[config.mk]
export PLATFORM = sky130hd
export DESIGN_NAME = imem_fetch_arbiter
export DESIGN_NICKNAME = d
export VERILOG_FILES = /design/src/rtl/imem_pkg.sv /design/src/rtl/imem_arb_prio.sv /design/src/rtl/imem_fetch_arbiter.sv
export SDC_FILE = /design/constraint.sdc
export NUM_CORES = 1
export LEC_CHECK = 0
export CAP_MARGIN = 0
export CORE_UTILIZATION = 27
export CTS_BUF_LIST = sky130_fd_sc_hd__clkbuf_2
export CTS_CLUSTER_DIAMETER = 30
export DETAILED_ROUTE_END_ITERATION = 6
export HOLD_SLACK_MARGIN = 0.05
export SKIP_CTS_REPAIR_TIMING = 1
export SYNTH_ARGS = -nofsm -noshare
export SYNTH_HDL_FRONTEND = slang
export SYNTH_HIERARCHICAL = 1
export SYNTH_SLANG_ARGS = --single-unit
export TNS_END_PERCENT = 10
[constraint.sdc]
create_clock -name clk -period 2.2 [get_ports clk]
set_input_delay 0.33 -clock clk [delete_from_list [all_inputs] [get_ports clk]]
set_output_delay 0.33 -clock clk [all_outputs]
set_load 0.01 [all_outputs]
[src/rtl/imem_pkg.sv]
// Shared types and constants for the instruction-memory fetch arbiter.
package imem_pkg;

  typedef enum logic [1:0] {
    IDLE,
    ISSUE,
    WAIT,
    RESP
  } state_e;

  typedef enum logic {
    OWN_FETCH,
    OWN_DEBUG
  } owner_e;

  localparam int WORD_BYTES = 4;
  localparam int STARVE_W   = 4;  // holds STARVE_LIMIT up to 15
  localparam int LAT_W      = 3;  // wait counter for MEM_LATENCY up to 7

  // Bit positions inside the one-hot grant vector
  localparam int GNT_F = 0;
  localparam int GNT_D = 1;

endpackage

[src/rtl/imem_arb_prio.sv]
// Fixed-priority arbiter (fetch first) with a starvation counter that forces
// a debug win after STARVE_LIMIT consecutive contended fetch wins.
module imem_arb_prio
  import imem_pkg::*;
#(
  parameter int STARVE_LIMIT = 4
) (
  input  logic                f_req_i,
  input  logic                d_req_i,
  input  logic [STARVE_W-1:0] starve_cnt_i,
  output logic [1:0]          gnt_oh_o,
  output logic [STARVE_W-1:0] starve_cnt_o
);

  always_comb begin
    gnt_oh_o     = 2'b00;
    starve_cnt_o = starve_cnt_i;
    if (f_req_i && d_req_i) begin
      if (starve_cnt_i == STARVE_W'(STARVE_LIMIT)) begin
        gnt_oh_o[GNT_D] = 1'b1;
        starve_cnt_o    = '0;
      end else begin
        gnt_oh_o[GNT_F] = 1'b1;
        if (starve_cnt_i != {STARVE_W{1'b1}}) begin
          starve_cnt_o = starve_cnt_i + 1'b1;
        end
      end
    end else if (f_req_i) begin
      gnt_oh_o[GNT_F] = 1'b1;
    end else if (d_req_i) begin
      gnt_oh_o[GNT_D] = 1'b1;
      starve_cnt_o    = '0;
    end
  end

endmodule

[src/rtl/imem_fetch_arbiter.sv]
// Shares one instruction-memory read port between fetch and debug requesters.
// Define IMEM_BOUNDS_CHECK_EN to reject word indices >= DEPTH without a memory access.
module imem_fetch_arbiter
  import imem_pkg::*;
#(
  parameter int DEPTH        = 1000,
  parameter int MEM_LATENCY  = 1,
  parameter int STARVE_LIMIT = 4
) (
  input  logic                clk,
  input  logic                rst_n,
  input  logic                f_req,
  input  logic [31:0]         f_addr,
  output logic                f_gnt,
  output logic                f_rvalid,
  output logic [31:0]         f_rdata,
  output logic                f_err,
  input  logic                d_req,
  input  logic [31:0]         d_addr,
  output logic                d_gnt,
  output logic                d_rvalid,
  output logic [31:0]         d_rdata,
  output logic                d_err,
  output logic                mem_en,
  output logic [31:0]         mem_addr,
  input  logic [31:0]         mem_rdata,
  output logic                busy,
  output state_e              dbg_state,
  output logic [STARVE_W-1:0] dbg_starve_cnt
);

`ifdef IMEM_BOUNDS_CHECK_EN
  localparam bit BOUNDS_EN = 1'b1;
`else
  localparam bit BOUNDS_EN = 1'b0;
`endif

  state_e              state_q, state_d;
  owner_e              owner_q, owner_d;
  logic [31:0]         idx_q, idx_d;
  logic [LAT_W-1:0]    wcnt_q, wcnt_d;
  logic [STARVE_W-1:0] starve_q, starve_d, arb_starve;
  logic [31:0]         f_rdata_q, f_rdata_d, d_rdata_q, d_rdata_d;
  logic                f_err_q, f_err_d, d_err_q, d_err_d;

  logic [1:0]          arb_gnt;
  logic                can_grant, grant, sel_dbg;
  logic [31:0]         sel_addr, sel_idx;
  logic                sel_err, last_wait;

  imem_arb_prio #(.STARVE_LIMIT(STARVE_LIMIT)) u_arb (
    .f_req_i      (f_req),
    .d_req_i      (d_req),
    .starve_cnt_i (starve_q),
    .gnt_oh_o     (arb_gnt),
    .starve_cnt_o (arb_starve)
  );

  // Grants overlap RESP so back-to-back accesses cost MEM_LATENCY+2 cycles.
  assign can_grant = rst_n && (state_q == IDLE || state_q == RESP);
  assign grant     = can_grant && (arb_gnt != 2'b00);
  assign sel_dbg   = arb_gnt[GNT_D];
  assign sel_addr  = sel_dbg ? d_addr : f_addr;
  assign sel_idx   = sel_addr >> $clog2(WORD_BYTES);
  assign sel_err   = ((sel_addr & 32'(WORD_BYTES - 1)) != 32'd0) ||
                     (BOUNDS_EN && (sel_idx >= 32'(DEPTH)));
  assign last_wait = (state_q == WAIT) && (wcnt_q == LAT_W'(MEM_LATENCY - 1));

  always_comb begin
    state_d   = state_q;
    owner_d   = owner_q;
    idx_d     = idx_q;
    wcnt_d    = wcnt_q;
    starve_d  = starve_q;
    f_rdata_d = f_rdata_q;
    f_err_d   = f_err_q;
    d_rdata_d = d_rdata_q;
    d_err_d   = d_err_q;

    if (grant) begin
      owner_d  = sel_dbg ? OWN_DEBUG : OWN_FETCH;
      idx_d    = sel_idx;
      starve_d = arb_starve;
    end

    case (state_q)
      IDLE:  if (grant) state_d = sel_err ? RESP : ISSUE;
      ISSUE: begin
        state_d = WAIT;
        wcnt_d  = '0;
      end
      WAIT: begin
        if (last_wait) state_d = RESP;
        else           wcnt_d  = wcnt_q + 1'b1;
      end
      RESP: begin
        if (grant) state_d = sel_err ? RESP : ISSUE;
        else       state_d = IDLE;
      end
      default: state_d = IDLE;
    endcase

    // Response registers hold until the owner's next response.
    if (last_wait) begin
      if (owner_q == OWN_DEBUG) begin
        d_rdata_d = mem_rdata;
        d_err_d   = 1'b0;
      end else begin
        f_rdata_d = mem_rdata;
        f_err_d   = 1'b0;
      end
    end
    if (grant && sel_err) begin
      if (sel_dbg) begin
        d_rdata_d = '0;
        d_err_d   = 1'b1;
      end else begin
        f_rdata_d = '0;
        f_err_d   = 1'b1;
      end
    end
  end

  always_ff @(posedge clk or negedge rst_n) begin
    if (!rst_n) begin
      state_q   <= IDLE;
      owner_q   <= OWN_FETCH;
      idx_q     <= '0;
      wcnt_q    <= '0;
      starve_q  <= '0;
      f_rdata_q <= '0;
      f_err_q   <= 1'b0;
      d_rdata_q <= '0;
      d_err_q   <= 1'b0;
    end else begin
      state_q   <= state_d;
      owner_q   <= owner_d;
      idx_q     <= idx_d;
      wcnt_q    <= wcnt_d;
      starve_q  <= starve_d;
      f_rdata_q <= f_rdata_d;
      f_err_q   <= f_err_d;
      d_rdata_q <= d_rdata_d;
      d_err_q   <= d_err_d;
    end
  end

  assign f_gnt          = grant && !sel_dbg;
  assign d_gnt          = grant && sel_dbg;
  assign f_rvalid       = (state_q == RESP) && (owner_q == OWN_FETCH);
  assign d_rvalid       = (state_q == RESP) && (owner_q == OWN_DEBUG);
  assign f_rdata        = f_rdata_q;
  assign f_err          = f_err_q;
  assign d_rdata        = d_rdata_q;
  assign d_err          = d_err_q;
  assign mem_en         = (state_q == ISSUE);
  assign mem_addr       = (state_q == ISSUE) ? idx_q : 32'd0;
  assign busy           = (state_q == ISSUE) || (state_q == WAIT);
  assign dbg_state      = state_q;
  assign dbg_starve_cnt = starve_q;

endmodule

==> summary.md, run 1 <==
| Metric | Value |
|---|---|
| Status | finished, violations left |
| Failing checks | negative setup slack |
| Area of the multi-input gates | 2290 um^2 |
| Worst-case reg-to-reg path depth | 11 |
| DP HPWL | 11190 um |
| Cells after Synth | approximately 510 |
| Period minus WS final | 2.307 ns |
| Largest net degree at the start of global routing | 82 |
| Dominant synthesized flop cell | dfrtp_1 |
| FF-to-FF setup slack | 0.07 ns |
| Post-synth EDFFs | 0 |
| Seq/Total Area, Yosys | 0.5139 |
| First-pass GRT wire length | around 24000 um |
| Tcrit/Tclk final | 1.049 |
| Share of layout cells above drive strength 1 | 0.2173 |
| Area of the core | roughly 19000 um^2 |
| CTS tree | yes |
| Worst Skew | 0.02360 ns |
| Initial antenna violation count | 2 |
| Commonest cells in the netlist | nand2_1, dfrtp_1, a21oi_1 |
| Slew of the pin with the lowest slew margin | between 1 and 1.5 ns |
| Worst-case clock buffer depth | 2 |
| Post-route DRC | 0 |
| Detailed Routing Iterations Pass 1 | 4 |
| H-tree levels | 3 |
| Antenna-violating nets left | 0 |
| Worst Path Required | 1.87 ns |
| Max_slew headroom | 0.2911 |
| Starting Density | 0.2759 |
| Top cells by area, synth | dfrtp_1, nand2_1, a221o_1, a21oi_2, nor3b_1 |
| Total number of vias | 4599 |
| Synth cell types | 45 |
| Highest Clock Rate | 433.4 MHz |
| I/O Buffers | between 200 and 250 |
| Global Route Usage Sum | 0.1560 |
| DR vias/cell | 4.712 |
| Reg-to-Reg End | idx_q[0] |
| Gpl congestion | 0.7996 |
| Fin. max-slew vios | 0 |
| Worst Setup Path Type | reg2out |
| Initial detailed-routing violation count | 196 |
| Worst Setup End Kind | output pin |
| Rows | 50 |
| Clock sinks | 106 |
| Count leader, synth | nand2_1 |
| Seq. cell area | 2653 um^2 |
| Final setup vio count | 31 |
| CTS Buf Count | 9 |
| Total Wirelength | 15970 um |
| Crit path DAT | 1.98 ns |
| Clock Latency Late Sink | 0.60 ns |
| Layout net count | 846 |
| Worst Path Max Fanout | 3 |
| Reg clk slew, reported paths | between 0.2 and 0.3 ns |
| Cell accounting for the most synthesized area | dfrtp_1 |
| RSZ-0062 raised after global routing | true |
| Max-Cap Viols | 0 |
| Post-synth ARST share | 1.000 |
| Hold WC Path Type | in2reg |
| GRT overflow | 0 |
| Worst Setup Start Kind | flip-flop |
| Die Y | about 140 um |
| Final WS setup | -0.1074 ns |
| Hold Fails Final Rpt | 0 |
| Syn_area_per_cell | between 10 and 15 um^2 |
| Overall Power | 0.01008 W |
| WHS Endpoint | f_rdata[24] |
| CTS root buf | clkbuf_2 |
| I/O pin count | 210 |
| Total of fill cells in the finished design | 1811 |
| Mapped Area | roughly 5200 um^2 |
| CP Launch Point | dbg_state[0] |
| Top cell type's share of synthesized area | 0.5139 |
| Die area | 19670 um^2 |
| Critical R2R Launch | dbg_starve_cnt[0] |
| #FFs+latches synth | 106 |
| Cell Pwr Density | approximately 1300 nW/um^2 |
| Worst hold path startpoint | mem_rdata[24] |
| Hold depth | 3 |
| Number of global-route vias before repair | 4575 |
| Avg WL per Cell | 16.37 um |
| VDD IR-drop max | 0.4826 mV |
| Setup Slack @ Placement | -0.07464 ns |
| Standby leakage power | 3.405 nW |
| Die X | between 100 and 150 um |
| Area growth, synth to finish | 52.48% |
| Synth Warn # | 6 |
## report_power, final
| group | internal, W | total, W | switching [W] |
|---|---|---|---|
| clock | 0.000147 | 0.000797 | 0.000651 |
| sequential | 0.00284 | 0.00336 | 0.000522 |
| combinational | 0.00327 | 0.00592 | 0.00265 |
## worst max-delay path by stage
| stage | end | cells past startpoint |
|---|---|---|
| floorplan | f_rdata[10] | 10 |
| global placement | f_gnt | 5 |
| detailed placement | f_err | 8 |
| CTS | d_gnt | 7 |
| global route | d_gnt | 7 |
| finish | d_gnt | 6 |
## cells by family after synthesis
| logic type | after synthesis | synth area share |
|---|---|---|
| and+or+nand+nor | 221 | 0.2209 |
| other | 1 | 0.0007266 |
| muxes | 6 | 0.01285 |
| DFF | 106 | 0.5139 |
| buffers and inverters | 48 | 0.05770 |
| adders and majority gates | 9 | 0.02182 |
| AOI/OAI and AO/OA | 116 | 0.1721 |
## cell type report
class                   count  area share
clock inverters             5    0.004134
well taps                 234     0.03720
inverters                   9    0.004610
diodes                      1   0.0003180
clock buffers              10    0.006359
flip-flops and latches    106      0.3370
repair buffers            257      0.3194
multi-input cells         354      0.2909
## worst max-delay path, stage by stage, from the launching register on
cell and delay [ns]:
dfrtp_1 0.45, buf_4 0.14, inv_4 0.05, ha_4 0.20
and2b_4 0.24, and2_4 0.16, buf_2 0.14
## through the flow
step	hold slack [ns]	instance area, um^2	TNS [ns]	instances	utilization
after global placement	0.4049	7649	-0.1256	948	0.4089
after detailed placement	0.4089	7649	-0.2497	948	0.4089
after CTS	-0.3461	7731	-18.22	963	0.4133
after floorplan	0.03441	5165	0	508	-
after global routing	0.1798	7870	-6.010	976	0.4207
final	0.2674	7870	-1.329	976	0.4207
## cell usage in the layout, fill, tap and decap left out, types with 3 or more instances in the layout
master / instances
a21oi_1: 36
a21oi_2: 30
a221o_1: 30
a31oi_1: 3
and2_1: 21
and2_4: 13
buf_12: 8
buf_4: 37
buf_6: 15
clkbuf_2: 29
clkdlybuf4s50_1: 169
clkinv_2: 3
dfrtp_1: 106
dlymetal6s2s_1: 4
ha_1: 7
inv_1: 6
mux2_1: 4
nand2_1: 130
nand3_1: 7
nor2_1: 3
nor3b_1: 30
nor3b_4: 3
o21ai_0: 3
## routing by layer
layer  track usage  wire length [um]  up-vias  part of all wire
met2        0.2653              7650      169              0.48
met5             0                 0        -                 0
li1              -                 -     2193                 -
met1        0.1893              6897     2216              0.43
met3       0.03726              1071       21             0.067
met4       0.06420               354        0             0.022
## registers in the layout (all words and copies together), names as in the netlist
| signal | count |
|---|---|
| f_err | 1 |
| owner_q | 1 |
| dbg_state | 2 |
| dbg_starve_cnt | 4 |
| f_rdata | 32 |
| idx_q | 30 |
| d_rdata | 32 |
| wcnt_q | 3 |
| d_err | 1 |
Power figures use the tool's default switching activity.
==> inputs of run 2 (changes only) <==
Settings changed: CAP_MARGIN 0 to 20.
==> summary.md, run 2 (synthesis gave the netlist of run 1 again) <==
| Metric | Value |
|---|---|
| Status | finished, violations left |
| Failing checks | negative setup slack |
| FF-to-FF setup slack | 0.07 ns (about the same) |
| Overall Power | 0.01008 W (about the same) |
| Reg clk slew, reported paths | 0.29 ns (about the same) |
| Worst-case reg-to-reg path depth | 11 (unchanged) |
| Hold WC Path Type | in2reg |
| Die Y | 140.3 um (unchanged) |
| H-tree levels | 3 (unchanged) |
| CTS root buf | clkbuf_2 |
| DP HPWL | 11190 um (unchanged) |
| Hold Fails Final Rpt | 0 (unchanged) |
| DR vias/cell | 4.741 (+0.61%) |
| Worst Setup Path Type | reg2out |
| Share of layout cells above drive strength 1 | 0.2183 (+0.001055) |
| Standby leakage power | 3.418 nW (+0.37%) |
| Initial detailed-routing violation count | 202 (+3.1%) |
| Seq. cell area | 2653 um^2 (unchanged) |
| Critical R2R Launch | dbg_starve_cnt[0] |
| VDD IR-drop max | 0.4819 mV (-0.15%) |
| Starting Density | 0.2759 (unchanged) |
| Final hold slack | 0.2764 ns (+0.009047 ns) |
| Post-route DRC | 0 (unchanged) |
| Hold depth | 3 (unchanged) |
| WP buf/inv | 3 (unchanged) |
| Max-Cap Viols | 0 (unchanged) |
| GRT overflow | 0 (unchanged) |
| Post-Route Utilization | 0.4222 (+0.001471) |
| Area growth, synth to finish | 53.02% |
| Highest Clock Rate | 436.0 MHz (+0.60%) |
| Setup Slack @ Placement | -0.07464 ns (unchanged) |
| Total Wirelength | 15900 um (-0.46%) |
| Antenna-violating nets left | 0 (unchanged) |
| Die X | 140.3 um (unchanged) |
| Initial antenna violation count | 2 (unchanged) |
| Tcrit/Tclk final | 1.043 (-0.006290) |
| Avg WL per Cell | 16.27 um (-0.57%) |
| Final WS setup | -0.09360 ns (+0.01384 ns) |
| Most frequent cells in the layout | clkdlybuf4s50_1, nand2_1, dfrtp_1 |
| Gpl congestion | 0.7996 (unchanged) |
| Worst hold path startpoint | mem_rdata[23] |
| I/O Buffers | 207 (unchanged) |
| Fin area | 7898 um^2 (+0.35%) |
| Crit path DAT | 1.96 ns (-0.02 ns) |
| Largest net degree at the start of global routing | 82 (unchanged) |
| Max incr delay on CP | 0.45 ns (about the same) |
| Worst Setup End Kind | output pin |
| CTS tree | yes |
| Total number of vias | 4632 (+0.72%) |
| Clock sinks | 106 (unchanged) |
| Cell Pwr Density | 1276 nW/um^2 (-0.34%) |
| Worst Path Max Fanout | 3 (unchanged) |
| Global Route Usage Sum | 0.1560 (unchanged) |
| Reg-to-Reg End | idx_q[0] |
| Worst Setup Start Kind | flip-flop |
| Worst Path Required | 1.87 ns (about the same) |
| Detailed Routing Iterations Pass 1 | 4 (unchanged) |
| Period minus WS final | 2.294 ns (-0.01384 ns) |
| Clock Latency Late Sink | 0.59 ns (about the same) |
| RSZ-0062 raised after global routing | true |
| Die area | 19670 um^2 (unchanged) |
| Commonest non-fill, non-tap cell in the layout | clkdlybuf4s50_1 |
| Placed inst area | 7649 um^2 (unchanged) |
| Worst-path cell chain | buf_4 -> inv_4 -> ha_4 -> and2b_4 -> and2_4 -> buf_2 |
| Layout net count | 847 (+0.12%) |
| Final setup vio count | 31 (unchanged) |
| Worst path top cell family by delay | flip-flops |
| Worst-case clock buffer depth | 2 (unchanged) |
| Number of global-route vias before repair | 4575 (unchanged) |
| Area of the multi-input gates | 2290 um^2 (unchanged) |
| Fin. max-slew vios | 0 (unchanged) |
| Rows | 50 (unchanged) |
| Worst Skew | 0.02588 ns (+0.002286 ns) |
| CTS Buf Count | 9 (unchanged) |
| First-pass GRT wire length | 23990 um (unchanged) |
| I/O pin count | 210 (unchanged) |
| Slowest-stage cell, CP | dfrtp_1 |
| WHS Endpoint | d_rdata[23] |
| Total of fill cells in the finished design | 1809 (-0.11%) |
| Area of the core | 18710 um^2 (unchanged) |
-- run 2: cell count changes in the layout (fill, tap and decap cells not counted), sizes merged --
cell | previous run | this run
buf | 62 | 63
-- run 2: layout make-up --
cell class | instances | area share
Sequential cell | 106 | 0.3359
Inverter | 9 | 0.004594
Antenna cell | 1 | 0.0003169
Multi-Input combinational cell | 354 | 0.2899
Timing Repair Buffer | 258 | 0.3218
Clock inverter | 5 | 0.004119
Tap cell | 234 | 0.03707
Clock buffer | 10 | 0.006337
-- run 2: worst max-delay path by stage --
stage | startpoint | to | slack, ns | depth (start not counted)
global placement | f_req | f_gnt | -0.05 | 5
CTS | dbg_starve_cnt[0] | d_gnt | -0.71 | 7
floorplan | dbg_starve_cnt[0] | f_rdata[10] | 0.02 | 10
detailed placement | f_req | f_err | -0.07 | 8
finish | dbg_state[0] | d_gnt | -0.09 | 6
global route | dbg_starve_cnt[0] | d_gnt | -0.30 | 7
-- run 2: metrics by stage --
stage	std cells	TNS [ns]
global placement	948	-0.1256
finish	977	-0.8739
global route	977	-6.010
detailed placement	948	-0.2497
floorplan	508	0
CTS	963	-18.22
-- run 2: where the power goes --
part | internal (W) | switching, W
clock | 0.000147 | 0.000647
combinational | 0.00327 | 0.00266
sequential | 0.00284 | 0.000521
total | 0.00626 | 0.00382
-- run 2: tightest hold or removal path, cell delays in order --
cell,delay [ns]
clkdlybuf4s50_1,0.43
nand2_1,0.07
a21oi_1,0.05
-- run 2: metal layers --
layer / vias up / wire (um) / global-route usage
li1: 2199 / - / -
met1: 2238 / 6803 / 0.1893
met2: 172 / 7628 / 0.2653
met3: 23 / 1080 / 0.03726
met4: 0 / 387 / 0.06420
met5: - / 0 / 0
==> inputs of run 3 (changes only) <==
Settings changed: MAX_ROUTING_LAYER set to met4.
==> summary.md, run 3 (synthesis gave the netlist of run 1 again) <==
| Metric | Value |
|---|---|
| Failing checks | negative setup slack |
| Worst Setup Start Kind | flip-flop |
| CTS Buf Count | 9 (unchanged) |
| Max-Cap Viols | 0 (unchanged) |
| First-pass GRT wire length | 23970 um (about the same) |
| Worst Setup End Kind | output pin |
| Starting Density | 0.2759 (unchanged) |
| Tcrit/Tclk final | 1.062 (+0.01932) |
| Area of the core | 18710 um^2 (unchanged) |
| Clock sinks | 106 (unchanged) |
| Share of layout cells above drive strength 1 | 0.2132 (-0.005103) |
| Global Route Usage Sum | 0.1611 (+0.005072) |
| Setup Slack @ Placement | -0.07464 ns (unchanged) |
| Final hold slack | 0.2748 ns (-0.001623 ns) |
| Layout net count | 846 (-0.12%) |
| Highest Clock Rate | 428.1 MHz (-1.8%) |
| DR vias/cell | 4.702 (-0.83%) |
| Period minus WS final | 2.336 ns (+0.04249 ns) |
| Worst-case clock buffer depth | 2 (unchanged) |
| VDD IR-drop max | 0.5512 mV (+14%) |
| Post-route DRC | 0 (unchanged) |
| Hold depth | 3 (unchanged) |
| CTS root buf | clkbuf_2 |
| Worst Path Max Fanout | 10 (+7) |
| Clock Latency Late Sink | 0.58 ns (about the same) |
| Reg clk slew, reported paths | 0.28 ns (about the same) |
| Detailed Routing Iterations Pass 1 | 4 (unchanged) |
| Final setup vio count | 23 (-26%) |
| Hold WC Path Type | in2reg |
| Hold Fails Final Rpt | 0 (unchanged) |
| Standby leakage power | 3.398 nW (-0.58%) |
| H-tree levels | 3 (unchanged) |
| Crit path DAT | 2.01 ns (+0.05 ns) |
| RSZ-0062 raised after global routing | true |
| Antenna-violating nets left | 0 (unchanged) |
| Worst Setup Path Type | reg2out |
| Number of global-route vias before repair | 4577 (+0.044%) |
| GRT overflow | 0 (unchanged) |
| Worst Skew | 0.02229 ns (-0.003594 ns) |
| Total number of vias | 4589 (-0.93%) |
| CTS tree | yes |
| Avg WL per Cell | 16.06 um (-1.3%) |
| Fin. max-slew vios | 0 (unchanged) |
| Worst-case reg-to-reg path depth | 11 (unchanged) |
| Gpl congestion | 0.8110 (+1.4%) |
| I/O Buffers | 207 (unchanged) |
| Die area | 19670 um^2 (unchanged) |
| Worst Path Required | 1.87 ns (about the same) |
| Overall Power | 0.009947 W (-1.3%) |
| Rows | 50 (unchanged) |
| Initial antenna violation count | 1 (-1) |
| Status | finished, violations left |
| Area growth, synth to finish | 51.83% |
| DP HPWL | 11190 um (unchanged) |
| Largest net degree at the start of global routing | 82 (unchanged) |
| Die Y | 140.3 um (unchanged) |
| Final WS setup | -0.1361 ns (-0.04249 ns) |
| Initial detailed-routing violation count | 238 (+18%) |
| Most frequent cells in the layout | clkdlybuf4s50_1, nand2_1, dfrtp_1 |
| Cell Pwr Density | 1269 nW/um^2 (-0.54%) |
| Die X | 140.3 um (unchanged) |
| Total Wirelength | 15670 um (-1.4%) |
| Commonest non-fill, non-tap cell in the layout | clkdlybuf4s50_1 |
| I/O pin count | 210 (unchanged) |
==> run 3: cell types whose count changed in the layout (fill, tap and decap cells not counted), sizes merged <==
| cell | previous run | this run |
|---|---|---|
| buf | 63 | 60 |
| clkbuf | 31 | 33 |
==> run 3: final timing paths <==
kind,start,slack [ns],endpoint
max in group asynchronous,rst_n,1.25,idx_q[0]
min,mem_rdata[24],0.27,f_rdata[24]
max,dbg_state[0],-0.14,mem_addr[26]
max reg2reg,dbg_starve_cnt[0],0.04,idx_q[29]
min in group asynchronous,rst_n,0.31,idx_q[24]
min reg2reg,f_err,0.53,f_err
==> run 3: per-stage QoR <==
stage          setup TNS (ns)    util  cell area, um^2  std cells
2_1_floorplan               0       -             5165        508
3_3_place_gp          -0.1256  0.4089             7649        948
3_5_place_dp          -0.2497  0.4089             7649        948
4_1_cts                -18.22  0.4133             7731        963
5_1_grt                -7.714  0.4189             7836        976
6_report               -1.609  0.4189             7836        976
==> run 3: power breakdown <==
| group | leakage [nW] | internal [W] | switching [W] | total [W] |
|---|---|---|---|---|
| sequential | 1.35 | 0.00284 | 0.000518 | 0.00335 |
| combinational | 1.99 | 0.00320 | 0.00260 | 0.00580 |
| clock | 0.0615 | 0.000147 | 0.000651 | 0.000798 |
| total | 3.40 | 0.00618 | 0.00377 | 0.00995 |
==> run 3: worst max-delay path, stage by stage (launching register included) <==
cell and delay [ns]:
dfrtp_1 0.45, buf_6 0.14, ha_4 0.18, buf_6 0.12
buf_12 0.14, buf_6 0.12, and2_1 0.13, buf_2 0.14
==> run 3: layout make-up <==
cell class	count	area [um^2]
Inverter	9	33.78
Sequential cell	106	2653
Tap cell	234	292.8
Antenna cell	1	2.502
Multi-Input combinational cell	354	2267
Fill cell	1816	10870
Timing Repair Buffer	257	2505
Clock buffer	10	50.05
Clock inverter	5	32.53
==> run 3: routing by layer <==
layer / global-route usage / share of wire / vias up
met3: 0.03214 / 0.060 / 19
met4: 0.06420 / 0.020 / 0
met2: 0.2647 / 0.48 / 163
li1: - / - / 2193
met1: 0.1938 / 0.44 / 2214
met5: - / 0 / -
